## src/rtl/muldiv_sequencer.sv

```systemverilog
// Multicycle MIPS multiply/divide sequencer owning the architectural HI/LO registers.
// Radix-2 shift-add multiply / restoring divide on operand magnitudes, then a sign-fix cycle.
module muldiv_sequencer #(
    parameter int WIDTH = 32
) (
    input  logic             Clk,
    input  logic             Reset,
    input  logic             Start,
    input  logic [1:0]       Op,
    input  logic [WIDTH-1:0] A,
    input  logic [WIDTH-1:0] B,
    input  logic             HiWe,
    input  logic             LoWe,
    input  logic [WIDTH-1:0] WrData,
    output logic             Busy,
    output logic             Done,
    output logic             DivZero,
    output logic [WIDTH-1:0] Hi,
    output logic [WIDTH-1:0] Lo
);

    localparam int CW = $clog2(WIDTH);

    typedef enum logic [2:0] {
        S_IDLE,
        S_PREP,
        S_ITER,
        S_FIX,
        S_DONE
    } state_t;

    state_t             r_state;
    logic [1:0]         r_op;
    logic [WIDTH-1:0]   r_a;
    logic [WIDTH-1:0]   r_b;
    logic               r_sign_a;
    logic               r_sign_b;
    logic [2*WIDTH-1:0] r_acc;
    logic [CW-1:0]      r_cnt;
    logic [WIDTH-1:0]   r_hi;
    logic [WIDTH-1:0]   r_lo;
    logic               r_divzero;
    logic               r_busy;
    logic               r_done;

    // Op[1] selects divide, Op[0] selects the unsigned variant.
    logic w_is_div;
    logic w_signed_op;
    assign w_is_div    = r_op[1];
    assign w_signed_op = ~r_op[0];

    // Multiply step: add multiplicand into the 33-bit-extended upper half, then shift right.
    logic [WIDTH:0]     w_mul_sum;
    logic [2*WIDTH-1:0] w_mul_next;
    assign w_mul_sum  = {1'b0, r_acc[2*WIDTH-1:WIDTH]} + (r_b[0] ? {1'b0, r_a} : '0);
    assign w_mul_next = {w_mul_sum, r_acc[WIDTH-1:1]};

    // Divide step: dividend bits stream in from r_a's MSB; remainder always stays below the divisor.
    logic [WIDTH:0]     w_div_shift;
    logic [WIDTH:0]     w_div_trial;
    logic               w_div_ok;
    logic [WIDTH-1:0]   w_div_rem;
    logic [2*WIDTH-1:0] w_div_next;
    assign w_div_shift = {r_acc[2*WIDTH-1:WIDTH], r_a[WIDTH-1]};
    assign w_div_trial = w_div_shift - {1'b0, r_b};
    assign w_div_ok    = ~w_div_trial[WIDTH];
    assign w_div_rem   = w_div_ok ? w_div_trial[WIDTH-1:0] : w_div_shift[WIDTH-1:0];
    assign w_div_next  = {w_div_rem, r_acc[WIDTH-2:0], w_div_ok};

    logic               w_neg_result;
    logic               w_neg_rem;
    logic [2*WIDTH-1:0] w_prod_fix;
    logic [WIDTH-1:0]   w_quot;
    logic [WIDTH-1:0]   w_rem;
    logic [WIDTH-1:0]   w_quot_fix;
    logic [WIDTH-1:0]   w_rem_fix;
    assign w_neg_result = w_signed_op & (r_sign_a ^ r_sign_b);
    assign w_neg_rem    = w_signed_op & r_sign_a;
    assign w_prod_fix   = w_neg_result ? -r_acc : r_acc;
    assign w_quot       = r_acc[WIDTH-1:0];
    assign w_rem        = r_acc[2*WIDTH-1:WIDTH];
    assign w_quot_fix   = w_neg_result ? -w_quot : w_quot;
    assign w_rem_fix    = w_neg_rem ? -w_rem : w_rem;

    always_ff @(posedge Clk) begin
        if (Reset) begin
            r_state   <= S_IDLE;
            r_op      <= '0;
            r_a       <= '0;
            r_b       <= '0;
            r_sign_a  <= 1'b0;
            r_sign_b  <= 1'b0;
            r_acc     <= '0;
            r_cnt     <= '0;
            r_hi      <= '0;
            r_lo      <= '0;
            r_divzero <= 1'b0;
            r_busy    <= 1'b0;
            r_done    <= 1'b0;
        end else begin
            // MTHI/MTLO; a result written later in this block takes precedence.
            if (!r_busy) begin
                if (HiWe) r_hi <= WrData;
                if (LoWe) r_lo <= WrData;
            end

            case (r_state)
                S_IDLE: begin
                    r_done <= 1'b0;
                    if (Start) begin
                        r_op     <= Op;
                        r_a      <= A;
                        r_b      <= B;
                        r_sign_a <= A[WIDTH-1];
                        r_sign_b <= B[WIDTH-1];
                        r_busy   <= 1'b1;
                        r_state  <= S_PREP;
                    end
                end
                S_PREP: begin
                    r_acc <= '0;
                    r_cnt <= CW'(WIDTH - 1);
                    if (w_is_div && (r_b == '0)) begin
                        r_hi      <= r_a;
                        r_lo      <= '1;
                        r_divzero <= 1'b1;
                        r_busy    <= 1'b0;
                        r_done    <= 1'b1;
                        r_state   <= S_DONE;
                    end else begin
                        r_divzero <= 1'b0;
                        // Most-negative value negates to itself, which reads correctly as unsigned 2^(W-1).
                        r_a       <= (w_signed_op && r_sign_a) ? -r_a : r_a;
                        r_b       <= (w_signed_op && r_sign_b) ? -r_b : r_b;
                        r_state   <= S_ITER;
                    end
                end
                S_ITER: begin
                    if (w_is_div) begin
                        r_acc <= w_div_next;
                        r_a   <= r_a << 1;
                    end else begin
                        r_acc <= w_mul_next;
                        r_b   <= r_b >> 1;
                    end
                    r_cnt <= r_cnt - 1'b1;
                    if (r_cnt == '0) r_state <= S_FIX;
                end
                S_FIX: begin
                    if (w_is_div) begin
                        r_hi <= w_rem_fix;
                        r_lo <= w_quot_fix;
                    end else begin
                        r_hi <= w_prod_fix[2*WIDTH-1:WIDTH];
                        r_lo <= w_prod_fix[WIDTH-1:0];
                    end
                    r_busy  <= 1'b0;
                    r_done  <= 1'b1;
                    r_state <= S_DONE;
                end
                S_DONE: begin
                    r_done  <= 1'b0;
                    r_state <= S_IDLE;
                end
                default: begin
                    r_busy  <= 1'b0;
                    r_done  <= 1'b0;
                    r_state <= S_IDLE;
                end
            endcase
        end
    end

    assign Busy    = r_busy;
    assign Done    = r_done;
    assign DivZero = r_divzero;
    assign Hi      = r_hi;
    assign Lo      = r_lo;

endmodule

```

## config.mk

```make
export PLATFORM = sky130hd
export DESIGN_NAME = muldiv_sequencer
export DESIGN_NICKNAME = d
export VERILOG_FILES = /design/src/rtl/muldiv_sequencer.sv
export SDC_FILE = /design/constraint.sdc
export NUM_CORES = 1
export LEC_CHECK = 0
export BUFFER_PORTS_ARGS = -buffer_cell sky130_fd_sc_hd__buf_2
export CAP_MARGIN = 20
export CORE_MARGIN = 8
export CORE_UTILIZATION = 50
export DETAILED_ROUTE_END_ITERATION = 12
export MAX_ROUTING_LAYER = met4
export PLACE_DENSITY = 0.73
export SYNTH_ARGS = -nofsm -noshare
export SYNTH_HDL_FRONTEND = slang
export SYNTH_SLANG_ARGS = --single-unit
```

## constraint.sdc

```tcl
create_clock -name Clk -period 10 [get_ports Clk]
set_input_delay 1 -clock Clk [delete_from_list [all_inputs] [get_ports Clk]]
set_output_delay 1 -clock Clk [all_outputs]
set_load 0.05 [all_outputs]
```

Yosys cells after proc, flatten, opt, wreduce, memory -nomap -nowiden
Index checks and enable logic that the tools add are counted.
- register bits after elaboration: 207
- bits of input ports: 103
- output and inout port bits: 67
- word-level logic and storage cells: 93
- add/sub/neg operators: 8
- equality and inequality tests: 12
- mux-type cells: 38
- bitwise operators: 7
- reduce and logical (&&, ||, !) cells: 15
- operators by type and width (operator ; number):
    two-way mux 32 bit ; 20
    one-hot mux 32 bit (3 select lines) ; 2
    two-way mux 64 bit ; 2
    negation 32 bit ; 4
    one-hot mux 32 bit (2 select lines) ; 2
    one-hot mux 64 bit (2 select lines) ; 1
    negation 64 bit ; 1
    adder 32 x 32 -> 33 bit ; 1
    subtractor 33 x 32 -> 33 bit ; 1
    logical NOT 32 bit ; 1
    inequality test 2 bit, second input constant ; 8
    one-hot mux 3 bit (4 select lines) ; 1
    one-hot mux 5 bit (2 select lines) ; 1
    AND reduction 5 bit ; 2
    two-way mux 3 bit ; 3
    == test 3 x 2 -> 1 bit, second input constant ; 2
    one-hot mux 1 bit (3 select lines) ; 2
    AND reduction 2 bit ; 3
    logical NOT 5 bit ; 1
    subtractor 5 x 1 -> 5 bit, second input constant ; 1
    two-way mux 1 bit ; 4
    NOT 1 bit ; 4
    == test 3 x 1 -> 1 bit, second input constant ; 1
    == test 3 bit, second input constant ; 1
    8 further kinds ; 11

Longest topological paths before layout
- depth in word-level cells: 5
- depth in mapped cells: 16
- depth with buffers taken out: 15

Least setup slack after synthesis
Ideal clock, no wire load.
- kind: flip-flop to flip-flop
- start: register r_b[5]
- end: register r_acc[53]
- library setup time: 0.122 ns
- arrival: 3.156 ns
- required time: 9.878 ns
- slack: 6.722 ns
- stages on the path, launching flop included: 15
- path buffers: 2
- period minus slack after synthesis: 3.278 ns
- path through: dfxtp_1 > clkbuf_1 > inv_1 > ha_1 > a21o_1 > a211oi_1 > a211oi_1 > o31a_1 > o21ai_1 > nor4b_1 > a211o_1 > buf_2 > nand2_1 > o22ai_1 > a221o_1
- word-level cells in the longest chain between the ends: 4
- RTL lines (element ; line ; source):
    start: declaration ; 35 ; logic [WIDTH-1:0] r_b;
    start signal: assignment ; 134 ; r_b <= (w_signed_op && r_sign_b) ? -r_b : r_b;
    start signal: assignment ; 144 ; r_b <= r_b >> 1;
    subtractor 33 x 32 -> 33 bit ; 65 ; assign w_div_trial = w_div_shift - {1'b0, r_b};
    two-way mux 32 bit ; 67 ; assign w_div_rem = w_div_ok ? w_div_trial[WIDTH-1:0] : w_div_shift[WIDTH-1:0];
    two-way mux 64 bit ; 139 ; if (w_is_div) begin
    one-hot mux 64 bit (2 select lines) ; 107 ; case (r_state)
    end signal: assignment ; 140 ; r_acc <= w_div_next;
    end signal: assignment ; 143 ; r_acc <= w_mul_next;
    end: declaration ; 38 ; logic [2*WIDTH-1:0] r_acc;
Every way passes these cells.
A chain may end at the register's enable or synchronous reset.

Final worst setup path
- start: register r_b[0]
- end: register r_hi[30] (netlist: Hi[30])
- word-level cells in the longest chain between the ends: 4
- RTL lines (element ; line ; source):
    logical NOT 32 bit ; 123 ; if (w_is_div && (r_b == '0)) begin
    logical AND 1 bit ; 123 ;
    two-way mux 32 bit ; 123 ;
    one-hot mux 32 bit (2 select lines) ; 107 ;
    end signal: assignment ; 103 ; if (HiWe) r_hi <= WrData;
    end signal: assignment ; 124 ; r_hi <= r_a;
    end signal: assignment ; 151 ; r_hi <= w_rem_fix;
    end: declaration ; 40 ; logic [WIDTH-1:0] r_hi;
Every way passes these cells.

==> results_dict.tcl <==
set metrics [dict create \
    outcome "finished, final reports clean" \
    initial_core_util_pct 50.5 \
    grt_pass1_vias 16200 \
    rows 66 \
    crit_path_start_kind "flip-flop" \
    detail_route.iter0.violations 1934 \
    ant_nets 0 \
    initial_antenna_violation_count 0 \
    postCtsHoldBufs 0 \
    finalCriticalPeriod_ns 4.59 \
    static-leakage-power_nw 7.46 \
    syn2layout_area_growth_pct 11.0 \
    maxCapViolations 0 \
    syn-instance-count 2180 \
    final_hold_viol_count 0 \
    tritoncts_num_sinks 207 \
    mostFrequentLayoutCells "sky130_fd_sc_hd__nor2_1, sky130_fd_sc_hd__dfxtp_1, sky130_fd_sc_hd__a21oi_1" \
    port_buffers 169 \
    synth_area_mm2 0.0163 \
    finish.net_count 2401 \
    synth-edff-count 0 \
    synth_cell_type_count 86 \
    worst_r2r_startpoint "r_b[0]" \
    maxClockFrequency_ghz 0.218 \
    die_area_mm2 0.0387 \
    holdCritStartpoint "DivZero" \
    fp.coreArea_mm2 0.0324 \
    grt_max_degree 82 \
    post_synth.cell_area_avg_um2 7.50 \
    tns_ns 0 \
    report.final.setup_viol 0 \
    die-height_um 197 \
    cts_buffers 25 \
    final_clock_period_utilization_by_the_worst_path_pct 45.9 \
    worstSetupEndpointType "flip-flop" \
    hold-path-cell-count 2 \
    ctsResizeCount 0 \
    finalNonFillerCells 2686 \
    grt_overflow 0 \
    die_width_um 197 \
    post_detailed_route_drc_marker_count 0 \
    detailroute.via_count 17400 \
    most_common_cell_after_layout_fill_and_taps_aside "sky130_fd_sc_hd__nor2_1" \
    maxSlewViolCount 0 \
    place_hpwl_um 45800 \
    critPathMaxFanout 35 \
    timing.critical_path.required_ns 10.42 \
    setup_repair_bufs_after_cts 0 \
    finalHoldWorstSlack_ns 0.453 \
    max-vdd-ir-drop_mv 0.126 \
    gp_routability_congestion 0.996 \
    path_class "reg -> reg" \
    rsz0062_at_grt "no" \
    track_usage_pct 31.3 \
    finalWirelength_um 62200 \
    detail_route.wl_per_cell_um 23.1 \
    syn-num-nets 2356 \
    ys.flop_type "sky130_fd_sc_hd__dfxtp_1" \
    synthArstFlopShare_pct 0 \
    drt_pass1_iterations 6 \
    ys_seq_elements 207 \
    synth.yosys.warnings 0 \
    max-clock-path-buffers 3 \
    timing.clock.skew_ns 0.0104 \
    h-tree-depth 1 \
    max_slew_margin_pct 13.0 \
    placed_cells_incl_taps 2639 \
    cts_tree "built" \
    pwr_density_cell_mw_per_mm2 179 \
    crit_start "r_b[0]" \
    crit_arrival_ns 5.01 \
    cts.root.buffer_cell "sky130_fd_sc_hd__clkbuf_16" \
    clock_insertion_delay_worst_skew_ns 0.55 \
    worst_pin_slew_ns 1.29 \
    drive_above_1_share_pct 12.6 \
    hp-class "reg -> reg" \
    grt_pass1_wl_um 94500 \
    clock_transition_at_the_register_clock_pins_on_the_worst_setup_and_hold_paths_after_cts_ns 0.06 \
    drt-vias-per-instance 6.49 \
    ios 170 \
    rr_worst_depth 12 \
    synth_seq_area_share_pct 25.4 \
]
final timing paths:
kind | end | slack [ns]
worst max-delay path | Hi[30] | 5.41
worst min-delay path | DivZero | 0.45
worst max register to register | Hi[30] | 5.41
worst min register to register | DivZero | 0.45
final cells by class:
cell class	count	area [um^2]
antenna	2	5.00
tap	442	553
clock buffer	40	772
timing repair buffer	196	1080
clock inverter	4	62.6
inverter	53	199
fill	3110	14200
sequential	207	4150
multi-input combinational	1742	11300
metrics by stage:
| step | util, % | area [um^2] | worst slack (ns) | power (mW) |
|---|---|---|---|---|
| 4_1_cts | 55.9 | 18100 | 5.49 | 3.22 |
| 3_5_place_dp | 53.4 | 17300 | 5.53 | 2.29 |
| 3_3_place_gp | 53.3 | 17200 | 5.61 | 2.27 |
| 6_report | 56.0 | 18100 | 5.41 | 3.25 |
| 2_1_floorplan | - | 16300 | 6.72 | 1.94 |
| 5_1_grt | 56.0 | 18100 | 5.12 | 3.40 |
state kept, by name (all words and copies together) (netlist names), 2 cells and up:
register and cells:
r_state 3, r_acc 64, Lo 32, r_op 2, Hi 32, r_a 32, r_b 32, r_cnt 5
report_power, final:
| group | switching (mW) | internal (mW) |
|---|---|---|
| registers | 0.151 | 0.905 |
| clock network | 0.379 | 0.553 |
| logic | 0.804 | 0.453 |
routing by layer:
metal,vias up,routed length [um],track usage (%)
met4,0,3660,16.6
met5,-,0,-
met1,8213,25100,39.4
li1,8120,-,-
met2,916,27800,48.6
met3,176,5550,4.06
logic make-up (layout without fill, tap and decap cells):
| family | count (synthesis) | count (layout) | synth area share, % |
|---|---|---|---|
| AOI/OAI and AO/OA | 697 | 697 | 28.4 |
| DFF | 207 | 207 | 25.4 |
| xor gates and xnor gates | 132 | 132 | 7.08 |
| other | 0 | 2 | 0 |
| muxes | 93 | 93 | 5.70 |
| buffers and inverters | 231 | 293 | 5.62 |
| adders and majority gates | 73 | 73 | 5.68 |
| and+or+nand+nor | 747 | 747 | 22.2 |
Yosys cell counts, drive strengths merged (23+ instances only):
| cell | n | area share (%) |
|---|---|---|
| mux2i | 92 | 5.6 |
| inv | 52 | 1.2 |
| nor2b | 24 | 0.92 |
| nor4 | 23 | 1.1 |
| a21o | 23 | 1.1 |
| a22oi | 54 | 2.5 |
| a211oi | 80 | 3.7 |
| xnor2 | 82 | 4.4 |
| nand2b | 29 | 1.1 |
| nor2 | 285 | 6.6 |
| ha | 71 | 5.4 |
| buf | 39 | 1.2 |
| nand3 | 35 | 1.1 |
| clkbuf | 139 | 3.2 |
| o21ai | 129 | 4.0 |
| nor3 | 47 | 1.5 |
| nand2 | 172 | 4.0 |
| and2 | 35 | 1.3 |
| dfxtp | 207 | 25 |
| a221oi | 45 | 2.5 |
| a21oi | 201 | 6.2 |
| xor2 | 50 | 2.7 |
worst max-delay path, cell delays in order (launching register included):
cell	delay (ns)
sky130_fd_sc_hd__dfxtp_1	0.62
sky130_fd_sc_hd__inv_1	0.22
sky130_fd_sc_hd__ha_1	0.23
sky130_fd_sc_hd__or4b_2	0.71
sky130_fd_sc_hd__nor3_4	0.36
sky130_fd_sc_hd__nand4_2	0.18
sky130_fd_sc_hd__or2_1	0.40
sky130_fd_sc_hd__nor2b_1	0.23
sky130_fd_sc_hd__nor2_2	0.84
sky130_fd_sc_hd__or2_2	0.37
sky130_fd_sc_hd__a21oi_1	0.07
sky130_fd_sc_hd__a21oi_1	0.11
sky130_fd_sc_hd__o21ai_0	0.10
Power figures use the tool's default switching activity.
